## src/rtl/sequence_detector_param.sv

```systemverilog
// Bit-serial combination lock: secret entered from switches, guessed over PS GPIO, longest
// secret-prefix / guess-suffix tracking. Define SEQ_DET_LOCKOUT_EN to add the MAX_FAILS lockout.
module sequence_detector_param #(
  parameter int SEQ_LEN      = 8,
  parameter int FLASH_CYCLES = 125000000,
  parameter int MAX_FAILS    = 3,
  localparam int CW          = $clog2(SEQ_LEN + 1)
) (
  input  logic          clk,
  input  logic          reset_n,
  input  logic          set_btn,
  input  logic          sw0,
  input  logic          sw1,
  input  logic [1:0]    ps_gpio_in,
  output logic [CW-1:0] leds,
  output logic [2:0]    rgb_led1,
  output logic [2:0]    rgb_led2,
  output logic [CW-1:0] ps_gpio_out,
  output logic          unlocked
);

  localparam int TW = (FLASH_CYCLES > 1) ? $clog2(FLASH_CYCLES) : 1;
  localparam logic [CW-1:0] SEQ_FULL   = CW'(SEQ_LEN);
  localparam logic [TW-1:0] FLASH_LAST = TW'(FLASH_CYCLES - 1);
`ifdef SEQ_DET_LOCKOUT_EN
  localparam int FW = $clog2(MAX_FAILS + 1);
  localparam logic [FW-1:0] FAIL_LAST = FW'(MAX_FAILS - 1);
  localparam logic [FW-1:0] FAIL_MAX  = FW'(MAX_FAILS);
`endif

  if (SEQ_LEN < 2 || SEQ_LEN > 16 || FLASH_CYCLES < 1 || MAX_FAILS < 1) begin : g_param_check
    $error("sequence_detector_param: illegal parameter value");
  end

  typedef enum logic [2:0] {
    ST_SET      = 3'd0,
    ST_ARMED    = 3'd1,
    ST_FLASH    = 3'd2,
    ST_UNLOCKED = 3'd3,
    ST_LOCKED   = 3'd4
  } state_e;

  // Longest k such that the newest k guess bits equal the first k secret bits.
  function automatic logic [CW-1:0] calc_match(input logic [SEQ_LEN-1:0] sec,
                                               input logic [SEQ_LEN-1:0] gss);
    logic [CW-1:0]      best;
    logic [SEQ_LEN-1:0] mask;
    best = '0;
    for (int k = 1; k <= SEQ_LEN; k++) begin
      mask = {SEQ_LEN{1'b1}} >> (SEQ_LEN - k);
      best = ((gss & mask) == ((sec >> (SEQ_LEN - k)) & mask)) ? CW'(k) : best;
    end
    return best;
  endfunction

  logic               sw1_meta_r, sw1_sync_r, sw1_prev_r;
  logic [1:0]         gpio_meta_r, gpio_sync_r;
  logic               gstb_prev_r;
  logic               sw1_pulse_s, guess_pulse_s;

  state_e             state_r, state_s;
  logic [SEQ_LEN-1:0] secret_r, secret_s, guess_r, guess_s, new_guess_s;
  logic [CW-1:0]      count_r, count_s, match_r, match_s, new_match_s, match_inc_s;
  logic [TW-1:0]      timer_r, timer_s;
`ifdef SEQ_DET_LOCKOUT_EN
  logic [FW-1:0]      fail_r, fail_s;
`endif

  logic [CW-1:0]      leds_r, leds_s, gpio_out_r, gpio_out_s;
  logic [2:0]         rgb_r, rgb_s;
  logic               unlocked_r, unlocked_s;

  // Two-flop synchronisers plus previous-value flops for strobe edge detection.
  always_ff @(posedge clk or negedge reset_n) begin
    if (!reset_n) begin
      sw1_meta_r  <= 1'b0;
      sw1_sync_r  <= 1'b0;
      sw1_prev_r  <= 1'b0;
      gpio_meta_r <= 2'b00;
      gpio_sync_r <= 2'b00;
      gstb_prev_r <= 1'b0;
    end else begin
      sw1_meta_r  <= sw1;
      sw1_sync_r  <= sw1_meta_r;
      sw1_prev_r  <= sw1_sync_r;
      gpio_meta_r <= ps_gpio_in;
      gpio_sync_r <= gpio_meta_r;
      gstb_prev_r <= gpio_sync_r[1];
    end
  end

  assign sw1_pulse_s   = sw1_sync_r & ~sw1_prev_r;
  assign guess_pulse_s = gpio_sync_r[1] & ~gstb_prev_r;
  assign new_guess_s   = {guess_r[SEQ_LEN-2:0], gpio_sync_r[0]};
  assign new_match_s   = calc_match(secret_r, new_guess_s);
  assign match_inc_s   = match_r + CW'(1);

  // Next-state logic: secret entry, guess tracking, flash timing and terminal states.
  always_comb begin
    state_s  = state_r;
    secret_s = secret_r;
    count_s  = count_r;
    guess_s  = guess_r;
    match_s  = match_r;
    timer_s  = timer_r;
`ifdef SEQ_DET_LOCKOUT_EN
    fail_s   = fail_r;
`endif
    case (state_r)
      ST_SET: begin
        if (count_r == SEQ_FULL) begin
          state_s = ST_ARMED;
        end else if (sw1_pulse_s && set_btn) begin
          secret_s = {secret_r[SEQ_LEN-2:0], sw0};
          count_s  = count_r + CW'(1);
        end else begin
          state_s = ST_SET;
        end
      end
      ST_ARMED, ST_FLASH: begin
        if (state_r == ST_FLASH && timer_r == FLASH_LAST) begin
          state_s = ST_ARMED;
          timer_s = '0;
        end else if (state_r == ST_FLASH) begin
          timer_s = timer_r + TW'(1);
        end else begin
          timer_s = '0;
        end
        if (guess_pulse_s) begin
          guess_s = new_guess_s;
          match_s = new_match_s;
          // A full match wins over any mismatch or lockout decision.
          if (new_match_s == SEQ_FULL) begin
            state_s = ST_UNLOCKED;
          end else if (new_match_s != match_inc_s) begin
`ifdef SEQ_DET_LOCKOUT_EN
            if (fail_r == FAIL_LAST) begin
              fail_s  = FAIL_MAX;
              state_s = ST_LOCKED;
            end else begin
              fail_s  = fail_r + FW'(1);
              state_s = ST_FLASH;
              timer_s = '0;
            end
`else
            state_s = ST_FLASH;
            timer_s = '0;
`endif
          end else begin
            match_s = new_match_s;
          end
        end else begin
          guess_s = guess_r;
        end
      end
      ST_UNLOCKED: state_s = ST_UNLOCKED;
      ST_LOCKED:   state_s = ST_LOCKED;
      default:     state_s = ST_SET;
    endcase
  end

  // Output values derived from the next state so they register alongside it.
  always_comb begin
    leds_s     = '0;
    gpio_out_s = '0;
    rgb_s      = 3'b001;
    unlocked_s = 1'b0;
    case (state_s)
      ST_SET: begin
        leds_s     = count_s;
        gpio_out_s = match_s;
        rgb_s      = 3'b001;
      end
      ST_ARMED: begin
        leds_s     = match_s;
        gpio_out_s = match_s;
        rgb_s      = 3'b000;
      end
      ST_FLASH: begin
        leds_s     = match_s;
        gpio_out_s = match_s;
        rgb_s      = 3'b100;
      end
      ST_UNLOCKED: begin
        leds_s     = match_s;
        gpio_out_s = match_s;
        rgb_s      = 3'b010;
        unlocked_s = 1'b1;
      end
      ST_LOCKED: begin
        leds_s     = '0;
        gpio_out_s = '0;
        rgb_s      = 3'b101;
      end
      default: begin
        leds_s     = '0;
        gpio_out_s = '0;
        rgb_s      = 3'b001;
      end
    endcase
  end

  // State, datapath and output registers.
  always_ff @(posedge clk or negedge reset_n) begin
    if (!reset_n) begin
      state_r    <= ST_SET;
      secret_r   <= '0;
      count_r    <= '0;
      guess_r    <= '0;
      match_r    <= '0;
      timer_r    <= '0;
`ifdef SEQ_DET_LOCKOUT_EN
      fail_r     <= '0;
`endif
      leds_r     <= '0;
      gpio_out_r <= '0;
      rgb_r      <= 3'b001;
      unlocked_r <= 1'b0;
    end else begin
      state_r    <= state_s;
      secret_r   <= secret_s;
      count_r    <= count_s;
      guess_r    <= guess_s;
      match_r    <= match_s;
      timer_r    <= timer_s;
`ifdef SEQ_DET_LOCKOUT_EN
      fail_r     <= fail_s;
`endif
      leds_r     <= leds_s;
      gpio_out_r <= gpio_out_s;
      rgb_r      <= rgb_s;
      unlocked_r <= unlocked_s;
    end
  end

  assign leds        = leds_r;
  assign ps_gpio_out = gpio_out_r;
  assign rgb_led1    = rgb_r;
  assign rgb_led2    = rgb_r;
  assign unlocked    = unlocked_r;

endmodule

```

## config.mk

```make
export PLATFORM = sky130hd
export DESIGN_NAME = sequence_detector_param
export DESIGN_NICKNAME = d
export VERILOG_FILES = /design/src/rtl/sequence_detector_param.sv
export SDC_FILE = /design/constraint.sdc
export NUM_CORES = 1
export LEC_CHECK = 0
export CAP_MARGIN = 20
export CORE_MARGIN = 4
export CORE_UTILIZATION = 27
export DETAILED_ROUTE_END_ITERATION = 7
export SETUP_SLACK_MARGIN = 0.02
export SYNTH_ARGS = -nofsm -noshare
export SYNTH_HDL_FRONTEND = slang
export SYNTH_SLANG_ARGS = --single-unit
```

## constraint.sdc

```tcl
create_clock -name clk -period 4.6 [get_ports clk]
set_input_delay 0.46 -clock clk [delete_from_list [all_inputs] [get_ports clk]]
set_output_delay 0.46 -clock clk [all_outputs]
set_load 0.05 [all_outputs]
```

After elaboration in Yosys (flattened, before gate mapping)

Cells that the tools add are included.

Flip-flop bits (word level): 73
Latch bits: 0
Memory bits (writable): 0
Memory bits (read-only): 0
Word-level logic and storage cells: 82
Memories: 0

Add/subtract/negate cells: 3
$mul: 0
Divide/modulo/power cells: 0
$lt $le $gt $ge: 0
Eq/ne operators: 20
Shifts and indexed selects: 0
Muxes and demuxes: 29
Bitwise gates (word level): 5
Reductions and logical operators: 9

Operators by type and width:

| cell                                                                   | number |
|---|---|
| 27-bit two-way mux                                                     | 5 |
| 3-bit two-way mux                                                      | 10 |
| 4-bit two-way mux                                                      | 7 |
| 27-bit by 1-bit adder with 27-bit output (second input constant)       | 1 |
| 27-bit equality test (second input constant)                           | 1 |
| 3-bit one-hot mux with 4 select lines                                  | 2 |
| 3-bit by 2-bit equality test with 1-bit output (second input constant) | 4 |
| 4-bit by 1-bit adder with 4-bit output (second input constant)         | 2 |
| 4-bit equality test (second input constant)                            | 2 |
| 8-bit equality test                                                    | 1 |
| 4-bit one-hot mux with 2 select lines                                  | 1 |
| 7-bit equality test                                                    | 1 |
| 3-bit by 1-bit equality test with 1-bit output (second input constant) | 2 |
| 3-bit equality test (second input constant)                            | 2 |
| 6-bit equality test                                                    | 1 |
| 3-bit logical NOT                                                      | 2 |
| 5-bit equality test                                                    | 1 |
| 4-bit equality test                                                    | 1 |
| 2-bit two-way mux                                                      | 2 |
| 4-bit inequality test                                                  | 1 |
| 4-bit OR reduction                                                     | 1 |
| 3-bit equality test                                                    | 1 |
| 1-bit inverter                                                         | 3 |
| 3-bit AND reduction                                                    | 1 |
| other kinds (8)                                                        | 11 |

Longest topological paths before layout

Gate-level depths: netlist of the first run.

Word-level depth: 17
Mapped depth: 12
Mapped depth without buffers: 10

Least setup slack after synthesis of the first run

No wires, ideal clock.

Path type: flip-flop to flip-flop
From: register guess_r[1]
To: register leds_r[0], in the netlist leds[0]
Data arrival time: 2556 ps
Data required time: 4475 ps
Slack: 1918 ps
Stages on the path, launching flop included: 12
Buffers on the path: 2
Period minus slack after synthesis: 2682 ps
Cell sequence: dfrtp_1 > buf_4 > and3b_1 > o211ai_1 > o311ai_1 > a311o_2 > nand3_2 > o211ai_2 > o41ai_4 > nand2b_1 > buf_6 > mux2_4

Cells in the longest elaborated chain, start to end: 15

RTL lines:

| item                                                                                                             | line | text |
|---|---|---|
| start, declared                                                                                                  | 62   | `logic [SEQ_LEN-1:0] secret_r, secret_s, guess_r, guess_s, new_guess_s;` |
| start signal, assigned                                                                                           | 223  | `guess_r <= guess_s;` |
| 3-bit equality test                                                                                              | 51   | `best = ((gss & mask) == ((sec >> (SEQ_LEN - k)) & mask)) ? CW'(k) : best;` |
| 2-bit two-way mux                                                                                                | 51   |  |
| 3-bit two-way mux (4 in series)                                                                                  | 51   |  |
| 4-bit two-way mux *                                                                                              | 51   |  |
| 4-bit inequality test                                                                                            | 135  | `end else if (new_match_s != match_inc_s) begin` |
| 3-bit two-way mux                                                                                                | 135  |  |
| 3-bit two-way mux *                                                                                              | 133  | `if (new_match_s == SEQ_FULL) begin` |
| 3-bit two-way mux *                                                                                              | 129  | `if (guess_pulse_s) begin` |
| 3-bit one-hot mux with 4 select lines *                                                                          | 109  | `case (state_r)` |
| named net state_s[0]                                                                                             | 61   | `state_e state_r, state_s;` |
| 3-bit by 2-bit equality test with 1-bit output or 3-bit by 1-bit equality test with 1-bit output (tied branches) | 168  | `case (state_s)` |
| 3-bit OR reduction (no line)                                                                                     | -    |  |
| 4-bit one-hot mux with 2 select lines *                                                                          | 168  |  |
| named net leds_s[0]                                                                                              | 69   | `logic [CW-1:0] leds_r, leds_s, gpio_out_r, gpio_out_s;` |
| end signal, assigned                                                                                             | 229  | `leds_r <= leds_s;` |
| end, declared                                                                                                    | 69   |  |

Mark *: on every way through the listed nets, which the timed path passes. The rest lies on a longest branch.
A chain may end at the register's enable or synchronous reset.

Worst setup path in the final report of the first run

From: register secret_r[7]
To: register leds_r[0], in the netlist leds[0]

Cells in the longest elaborated chain, start to end: 17

RTL lines:

| item                                                                                                             | line | text |
|---|---|---|
| start, declared                                                                                                  | 62   |  |
| start signal, assigned                                                                                           | 221  | `secret_r <= secret_s;` |
| 1-bit equality test                                                                                              | 51   |  |
| 1-bit two-way mux                                                                                                | 51   |  |
| 2-bit two-way mux (2 in series)                                                                                  | 51   |  |
| 3-bit two-way mux (4 in series)                                                                                  | 51   |  |
| 4-bit two-way mux *                                                                                              | 51   |  |
| 4-bit inequality test                                                                                            | 135  |  |
| 3-bit two-way mux                                                                                                | 135  |  |
| 3-bit two-way mux *                                                                                              | 133  |  |
| 3-bit two-way mux *                                                                                              | 129  |  |
| 3-bit one-hot mux with 4 select lines *                                                                          | 109  |  |
| named net state_s[0]                                                                                             | 61   |  |
| 3-bit by 2-bit equality test with 1-bit output or 3-bit by 1-bit equality test with 1-bit output (tied branches) | 168  |  |
| 3-bit OR reduction (no line)                                                                                     | -    |  |
| 4-bit one-hot mux with 2 select lines *                                                                          | 168  |  |
| named net leds_s[0]                                                                                              | 69   |  |

Marked as above.

==> run_results.csv, run 1 <==
group,metric,value,unit
run_status,status,"finished, final reports clean",
routing,firstDrtPassIters,4,
timing,post-route-period-util,0.691,
cts,cts.repair.resized,0,
timing,skew,0.00858,ns
synthesis,yosys.area.top_type,"dfrtp_1",
pwr,power.density,675,nW/µm²
cells_and_area,nets,429,
floorplanning,die_area,17200,µm²
setup_path,worstPathMaxFanout,15,
min_path,hold_class,"primary input to asynchronous set/reset pin",
placed_design,portBuffers,21,
synthesis,ys_warn_count,0,
synthesis,synth_seq_area_share,0.441,
setup_path,crit_chain,"xor2_1 -> nor4_2 -> a21oi_1 -> a211oi_2 -> nor2_1 -> xnor2_1 -> o41ai_4 -> nand2b_1 -> mux2_4",
pwr,p_int,0.00195,W
setup_path,slowest_delay,0.67,ns
cts,clock_path_buffers,2,
setup_path,setup.worst_path.end_class,"flop",
cts,cts_made_buffers,9,
cells_and_area,final_cells,607,
cells_and_area,drive_above_1_share,0.135,
global_route,antenna_found_initial,0,
cells_and_area,diodes,0,
pwr,vdd_drop_max,246,µV
synthesis,synth.distinct_cells,66,
timing,fmax,315,MHz
cts,cts-root-buf,"clkbuf_16",
placed_design,dp_hpwl,5550,µm
cts,htreeDepth,3,
setup_path,rr_worst_depth,9,
cells_and_area,register_area,1800,µm²
synthesis,ys_ff_latch,72,
job,drv_cap,0,
floorplanning,start_util,0.278,
setup_path,cpMaxStageDelayCell,"dfrtp_1",
global_route,first_global_vias,2842,
floorplanning,ios,22,
placed_design,placed_cells,591,
setup_path,startpoint_type,"flop",
placed_design,place.gp.congestion,0.835,
timing,setup_ws,1.42,ns
global_route,grt_pass1_wl,14100,µm
pwr,p_leak,2.04,nW
synthesis,netlist_instances,408,
synthesis,synth-edff-count,0,
synthesis,synth_area,4090,µm²
synthesis,syn_avg_cell_area,10.0,µm²
floorplanning,rows,44,
cells_and_area,mostFrequentLayoutCell,"dfrtp_1",
timing,holdWs,0.241,ns
cts,cts.sinks,72,
routing,vias,2918,
synthesis,synthTopCellsByArea,"dfrtp_1 (43%), xnor2_1 (5.8%), nand2_1 (4.7%)",
pwr,seq_power_share,0.303,
timing,period_needed,3.18,ns
pwr,combPwrFrac,0.436,
synthesis,synth_top_area_frac,0.434,
timing,setup_viol,0,
cts,tritoncts,"yes",
cells_and_area,area_growth,16.1,%
timing,worst_slew_pin_slew,0.909,ns
floorplanning,coreArea,14700,µm²
routing,drt_wl_total,8130,µm
setup_path,worst-path-stages,9,
routing,drc,0,
timing,slew_headroom,0.394,
pwr,swShare,0.391,
global_route,grt_usage,0.0991,
cts,post_cts.repair.setup_buffers,0,
cells_and_area,fill_cells,1449,
global_route,overflow,0,
timing,rsz0062_at_grt,"no",
timing,final_max_slew_viol_count,0,
setup_path,worst-path-buf-inv,0,
setup_path,worstPathRequired,4.82,ns
routing,drt_iter0_markers,221,
synthesis,postSynth.asyncResetShare,1.00,
setup_path,critPathKind,"flop to flop",
setup_path,crit_family,"simple AND/OR/NAND/NOR gates",
cells_and_area,final_cell_mix,"dfrtp_1 (71), nand2_1 (51), xnor2_1 (27)",
timing,hold_viol_final,0,
pwr,clockPowerShare,0.262,
timing,setup_tns,0,ns
routing,ant_nets,0,
routing,vias_per_cell,4.81,
placed_design,dp_slack,1.46,ns
synthesis,synth_fp_nets,419,
setup_path,cp_data_arrival_time,3.40,ns
synthesis,synth-main-ff-cell,"dfrtp_1",
cells_and_area,multi_input_area,2050,µm²
floorplanning,die_w,131,µm
global_route,grt_start_max_net_pins,73,
pwr,p_switching,0.00125,W
cts,clk_latency,0.34,ns
cts,clk_pin_slew_worst_paths,0.06,ns
cts,ctsHoldBuffers,0,
floorplanning,die-height,131,µm
routing,routedWlPerCell,13.4,µm
-- worst reg2reg max path: stages (launching register included) --
cell and delay (ns):
dfrtp_1 0.67, xor2_1 0.15, nor4_2 0.46, a21oi_1 0.15
a211oi_2 0.30, nor2_1 0.10, xnor2_1 0.20, o41ai_4 0.40
nand2b_1 0.30, mux2_4 0.32
-- synth_stat cells (6+ instances only) --
library cell   n
xor2_1        17
nand3_1       19
nand4_1        7
inv_1         16
buf_4          9
nor2_1        25
and3_1         8
a21oi_1        9
clkbuf_1       6
nor3_1         6
nand2_1       51
xnor2_1       27
mux2_2        15
mux2i_1        9
dfrtp_1       71
o21ai_0       16
-- stage by stage --
| stage | cell area (µm²) | power, W | util |
|---|---|---|---|
| floorplan | 4090 | 0.00213 | - |
| global placement | 4380 | 0.00235 | 0.298 |
| detailed placement | 4380 | 0.00238 | 0.298 |
| CTS | 4750 | 0.00324 | 0.323 |
| global route | 4750 | 0.00341 | 0.323 |
| finish | 4750 | 0.00321 | 0.323 |
-- power groups by stage --
| stage | clock [W] | sequential, W | combinational (W) |
|---|---|---|---|
| 2_1_floorplan | 0 | 0.000996 | 0.00113 |
| 3_3_place_gp | 0 | 0.000969 | 0.00138 |
| 3_5_place_dp | 0 | 0.000977 | 0.00140 |
| 4_1_cts | 0.000862 | 0.000967 | 0.00141 |
| 5_1_grt | 0.000896 | 0.000996 | 0.00152 |
| 6_report | 0.000838 | 0.000970 | 0.00140 |
-- worst paths after layout --
path                                       end      startpoint  slack, ns
worst max-delay path                   leds[0]     secret_r[7]       1.42
worst min-delay path                timer_r[3]         reset_n       0.24
worst min register to register  gpio_sync_r[0]  gpio_meta_r[0]       0.35
min in group clk                gpio_sync_r[0]  gpio_meta_r[0]       0.35
worst max register to register         leds[0]     secret_r[7]       1.42
max in group asynchronous       gpio_meta_r[0]         reset_n       3.76
-- registers in the layout, indices dropped and copies added, names as in the netlist, 2 cells and up --
register	count
match_r	4
state_r	3
ps_gpio_out	4
guess_r	7
timer_r	27
leds	4
gpio_sync_r	2
count_r	4
gpio_meta_r	2
rgb_led1	2
secret_r	8
-- cells by family after synthesis --
group,after synthesis,synth area share
xor+xnor,44,0.0942
mux,26,0.0706
fa+ha+maj,4,0.0122
flops,72,0.441
simple gates,158,0.206
buf+inv,42,0.0575
compound gates,62,0.119
-- per-layer routing --
metal / vias to the layer above / part of all wire / global-route usage
met2: 55 / 0.45 / 0.153
met1: 1416 / 0.48 / 0.130
met4: 0 / 0.018 / 0.0333
li1: 1434 / - / -
met3: 13 / 0.044 / 0.0348
met5: - / 0 / 0
-- cell type report --
class / count / share of cell area
Sequential cell: 72 / 0.380
Multi-Input combinational cell: 294 / 0.432
Timing Repair Buffer: 25 / 0.0501
Inverter: 16 / 0.0126
Clock buffer: 12 / 0.0561
Clock inverter: 4 / 0.0208
Tap cell: 184 / 0.0485
Power figures use the tool's default switching activity.
==> inputs of run 2 (changes only) <==
clock period = 3.1 ns   (was 4.6 ns; I/O delays follow)
==> run 2 against run 1 <==
Sequential power is 48% higher; total power is 46% higher; non-clock buffer count is 5 higher; combinational power is 55% higher; largest power group unchanged.
==> run_results.csv, run 2 (synthesis gave the netlist of run 1 again) <==
group,metric,value,unit
routing,firstDrtPassIters,4,
setup_path,worstPathRequired,3.31,ns
floorplanning,start_util,0.278,
timing,fmax,343,MHz
routing,ant_nets,0,
cells_and_area,area_growth,16.4,%
setup_path,r2r_slack,0.18,ns
cts,clock_path_buffers,2,
floorplanning,coreArea,14700,µm²
timing,setup_tns,0,ns
floorplanning,die_area,17200,µm²
timing,period_needed,2.92,ns
cts,tritoncts,"yes",
routing,vias_per_cell,4.85,
setup_path,rr_worst_depth,10,
setup_path,setup.worst_path.end_class,"flop",
global_route,grt_usage,0.101,
timing,setup_ws,0.184,ns
floorplanning,ios,22,
setup_path,startpoint,"secret_r[5]",
pwr,power.density,985,nW/µm²
pwr,vdd_drop_max,312,µV
setup_path,cp_data_arrival_time,3.12,ns
cells_and_area,register_area,1810,µm²
cells_and_area,final_cell_mix,"dfrtp_1 (67), nand2_1 (50), xnor2_1 (27)",
setup_path,worstPathMaxFanout,30,
cts,clk_pin_slew_worst_paths,0.05,ns
timing,skew,0.00600,ns
cells_and_area,largest_reg_flops,27,
global_route,grt_start_max_net_pins,73,
cts,cts_made_buffers,9,
cells_and_area,final_cells,612,
cells_and_area,largest_register,"timer_r",
setup_path,r2r_end,"timer_r[14]",
cts,post_cts.repair.setup_buffers,0,
cells_and_area,drive_above_1_share,0.157,
floorplanning,die_w,131,µm
cells_and_area,diodes,0,
placed_design,dp_slack,0.0889,ns
cells_and_area,multi_input_area,2060,µm²
routing,vias,2968,
timing,final_max_slew_viol_count,0,
timing,setup_viol,0,
cells_and_area,nets,434,
run_status,status,"finished, final reports clean",
timing,rsz0062_at_grt,"no",
floorplanning,die-height,131,µm
routing,drt_iter0_markers,235,
job,drv_cap,0,
placed_design,placed_cells,596,
routing,drt_wl_total,8290,µm
routing,drc,0,
global_route,antenna_found_initial,0,
floorplanning,rows,44,
timing,worst_slew_pin_slew,0.905,ns
timing,slew_headroom,0.397,
placed_design,portBuffers,21,
setup_path,startpoint_type,"flop",
min_path,hold_class,"primary input to asynchronous set/reset pin",
timing,post-route-period-util,0.941,
global_route,grt_pass1_wl,14600,µm
cts,cts.sinks,72,
cells_and_area,mostFrequentLayoutCell,"dfrtp_1",
cells_and_area,fill_cells,1444,
pwr,p_leak,2.04,nW
global_route,overflow,0,
setup_path,critPathKind,"flop to flop",
cts,clk_latency,0.33,ns
cells_and_area,reg_top3,"timer_r x27, secret_r x8, guess_r x7",
timing,hold_viol_final,0,
setup_path,reg2reg_from,"secret_r[5]",
routing,routedWlPerCell,13.5,µm
placed_design,dp_hpwl,5720,µm
cts,htreeDepth,3,
cts,cts-root-buf,"clkbuf_16",
placed_design,place.gp.congestion,0.826,
global_route,first_global_vias,2994,
[run 2: changes by cell type in the layout (fill, tap and decap cells not counted), sizes merged]
cell and delta:
buf +5, bufinv -1, clkbuf -2, clkinv +1, clkinvlp +2
[run 2: metal layers]
metal / vias to the layer above / share of wire / GRT usage
li1: 1456 / - / -
met1: 1447 / 0.48 / 0.131
met2: 52 / 0.48 / 0.164
met3: 13 / 0.032 / 0.0268
met4: 0 / 0.018 / 0.0356
met5: - / 0 / 0
[run 2: worst max path at each step]
| stage | to | slack [ns] |
|---|---|---|
| 2_1_floorplan | leds[0] | 0.42 |
| 3_3_place_gp | timer_r[6] | 0.23 |
| 3_5_place_dp | timer_r[21] | 0.09 |
| 4_1_cts | timer_r[21] | 0.10 |
| 5_1_grt | leds[2] | 0.03 |
| 6_report | timer_r[14] | 0.18 |
[run 2: layout make-up]
cell class / instances / share of cell area
clock buffer: 10 / 0.0481
clock inverter: 6 / 0.0179
inverter: 16 / 0.0126
multi-input combinational: 294 / 0.433
sequential: 72 / 0.380
tap: 184 / 0.0483
timing repair buffer: 30 / 0.0604
[run 2: repair_timing]
action / 4_1_cts / 5_1_grt
hold buffers: 0 / 0
setup endpoints to repair: 0 / 19
resized for setup: 0 / 7
[run 2: critical path, cell delays in order (launching register included)]
cell and delay [ns]:
dfrtp_1 0.54, or2b_2 0.40, nand3b_1 0.15, o21ba_1 0.15, nor3b_2 0.23, mux2_4 0.34, o2111ai_2 0.22, a21boi_1 0.14
buf_12 0.18, and3_1 0.17, a221o_1 0.26
[run 2: report_power, final]
part | switching, W | leakage [nW] | internal, W
Sequential | 0.000294 | 0.942 | 0.00115
Clock | 0.000386 | 0.148 | 0.000701
Combinational | 0.00120 | 0.946 | 0.000970
Total | 0.00188 | 2.04 | 0.00282
[run 2: through the flow]
stage               power, W  utilization  area [µm²]  hold slack, ns
detailed placement   0.00361        0.302        4430           0.335
CTS                  0.00473        0.323        4750           0.148
finish               0.00469        0.324        4760           0.117
global placement     0.00356        0.302        4430           0.332
floorplan            0.00316            -        4090          0.0144
global route         0.00500        0.324        4760           0.205
==> inputs of run 3 (changes only) <==
SLEW_MARGIN = 30   (was default)
clock period = 2.4 ns   (was 3.1 ns; I/O delays follow)
==> run 3 against run 2 <==
The run now ends with negative setup slack left; hold slack better by 0.23 ns; design area up 18%; first-iteration DRC count is 8.1% lower; sequential cell count unchanged; total power rose by 52%; setup slack got worse by 0.55 ns; combinational power increased by 85%; clock power increased by 26%; clock skew up 0.0059 ns; maximum frequency rose by 5.2%; final cell count up 14%; sequential power up 21%; critical path type unchanged; highest routed layer unchanged.
==> run_results.csv, run 3 (synthesis gave the netlist of run 1 again) <==
group,metric,value,unit
run_status,status,"finished, violations left",
run_status,violations,"negative setup slack",
routing,vias,3278,
setup_path,critPathKind,"flop to flop",
cells_and_area,final_cell_mix,"buf_4 (88), dfrtp_1 (64), nand2_1 (50)",
routing,drt_iter0_markers,216,
setup_path,cpMaxStageDelayCell,"dfrtp_2",
pwr,vdd_drop_max,624,µV
cells_and_area,nets,520,
placed_design,place_area,5060,µm²
floorplanning,rows,44,
global_route,first_global_vias,3387,
routing,firstDrtPassIters,5,
cts,clk_latency,0.34,ns
timing,setup_viol,35,
global_route,overflow,0,
pwr,combPwrFrac,0.564,
floorplanning,die_w,131,µm
timing,final_max_slew_viol_count,0,
timing,rsz0062_at_grt,"yes",
cells_and_area,area_growth,37.5,%
timing,hold_viol_final,0,
timing,slew_headroom,0.563,
setup_path,slowest_delay,0.47,ns
cells_and_area,reg_top3,"timer_r x27, secret_r x8, guess_r x7",
pwr,p_leak,2.52,nW
floorplanning,die-height,131,µm
min_path,hold_class,"primary input to flop",
timing,fmax,361,MHz
setup_path,r2r_slack,-0.37,ns
cts,cts_made_buffers,9,
global_route,grt_pass1_wl,16500,µm
cells_and_area,mostFrequentLayoutCell,"buf_4",
timing,setup_ws,-0.371,ns
cells_and_area,largest_register,"timer_r",
placed_design,dp_hpwl,6520,µm
cts,htreeDepth,3,
cts,clock_path_buffers,2,
floorplanning,coreArea,14700,µm²
setup_path,startpoint_type,"flop",
routing,drc,0,
pwr,power.density,1270,nW/µm²
timing,worst_slew_pin_slew,0.655,ns
cts,tritoncts,"yes",
pwr,power,0.00713,W
placed_design,portBuffers,21,
cells_and_area,largest_reg_flops,27,
timing,skew,0.0119,ns
pwr,swShare,0.396,
job,drv_cap,0,
floorplanning,start_util,0.278,
setup_path,cp_data_arrival_time,2.99,ns
routing,vias_per_cell,4.70,
routing,routedWlPerCell,13.6,µm
cts,cts.sinks,72,
global_route,grt_usage,0.115,
pwr,p_switching,0.00282,W
routing,ant_nets,0,
global_route,grt_start_max_net_pins,73,
cells_and_area,diodes,0,
placed_design,place.gp.congestion,0.831,
cts,clk_pin_slew_worst_paths,0.06,ns
timing,holdWs,0.347,ns
floorplanning,die_area,17200,µm²
global_route,antenna_found_initial,0,
setup_path,worstPathRequired,2.62,ns
pwr,seq_power_share,0.244,
timing,period_needed,2.77,ns
pwr,p_int,0.00431,W
setup_path,worstPathMaxFanout,11,
timing,post-route-period-util,1.15,
setup_path,crit_chain,"xor2_1 -> nor4_2 -> buf_4 -> and2_4 -> nor3b_4 -> mux2_4 -> o2111ai_4 -> a21boi_2 -> buf_12 -> buf_4 -> a21o_1 -> a22o_1",
setup_path,setup.worst_path.end_class,"flop",
routing,drt_wl_total,9510,µm
floorplanning,ios,22,
setup_path,worst-path-buf-inv,3,
setup_path,path_common_cell,"buf_4",
cells_and_area,drive_above_1_share,0.356,
pwr,clockPowerShare,0.192,
setup_path,crit_family,"compound AO/OA/AOI/OAI gates",
cells_and_area,fin_area,5630,µm²
cts,cts-root-buf,"clkbuf_16",
-- run 3: cell count changes in the layout (fill, tap and decap cells not counted), moves of 3 or more --
cell     previous run  this run
a21oi_1             9         3
nand3_1            19        14
a21oi_2             0         6
xnor2_1            27        24
xnor2_2             0         3
o21ai_0            16        13
dfrtp_2             4         7
buf_4               9        88
nand3_2             1         6
dfrtp_1            67        64
buf_6               0         4
-- run 3: worst register-to-register path, stage by stage (launching register included) --
cell and delay [ns]:
dfrtp_2 0.47, xor2_1 0.29, nor4_2 0.08, buf_4 0.15, and2_4 0.16, nor3b_4 0.20
mux2_4 0.34, o2111ai_4 0.24, a21boi_2 0.12, buf_12 0.16, buf_4 0.13, a21o_1 0.15
a22o_1 0.17
-- run 3: timing repair --
action	in CTS	in global routing
setup buffers	5	6
pin swaps	3	1
resized for setup	26	8
gates cloned	1	0
hold endpoints to repair	0	56
setup endpoints to repair	36	36
hold buffers	0	1
-- run 3: path summary, 6_finish.rpt --
| kind | from | endpoint | cells after the start |
|---|---|---|---|
| max | guess_r[2] | timer_r[13] | 12 |
| min | ps_gpio_in[0] | gpio_meta_r[0] | 1 |
| max reg2reg | guess_r[2] | timer_r[13] | 12 |
| min reg2reg | gpio_meta_r[0] | gpio_sync_r[0] | 0 |
| max in group asynchronous | reset_n | secret_r[5] | 2 |
| min in group asynchronous | reset_n | timer_r[16] | 2 |
-- run 3: power by group through the flow --
stage	sequential [W]	clock (W)	combinational, W
finish	0.00174	0.00137	0.00402
global route	0.00178	0.00147	0.00435
CTS	0.00174	0.00141	0.00376
detailed placement	0.00174	0	0.00345
global placement	0.00173	0	0.00339
floorplan	0.00191	0	0.00233
-- run 3: layer usage --
layer / track usage / vias to the layer above / share of wire
li1: - / 1626 / -
met1: 0.149 / 1580 / 0.47
met2: 0.183 / 53 / 0.48
met3: 0.0306 / 19 / 0.029
met4: 0.0461 / 0 / 0.023
met5: 0 / - / 0
-- run 3: layout make-up --
cell class / instances / area, µm²
clock buffer: 11 / 253
clock inverter: 5 / 55.1
multi-input combinational: 294 / 2230
tap: 184 / 230
inverter: 16 / 60.1
fill: 1405 / 9070
sequential: 72 / 1810
timing repair buffer: 116 / 983
-- run 3: through the flow --
stage	TNS (ns)	util	worst slack (ns)	instances
5_1_grt	-13.84	0.383	-0.519	698
3_3_place_gp	-7.19	0.344	-0.323	669
6_report	-7.76	0.383	-0.371	698
2_1_floorplan	-1.43	-	-0.274	408
4_1_cts	-6.03	0.376	-0.309	691
3_5_place_dp	-9.13	0.344	-0.385	669
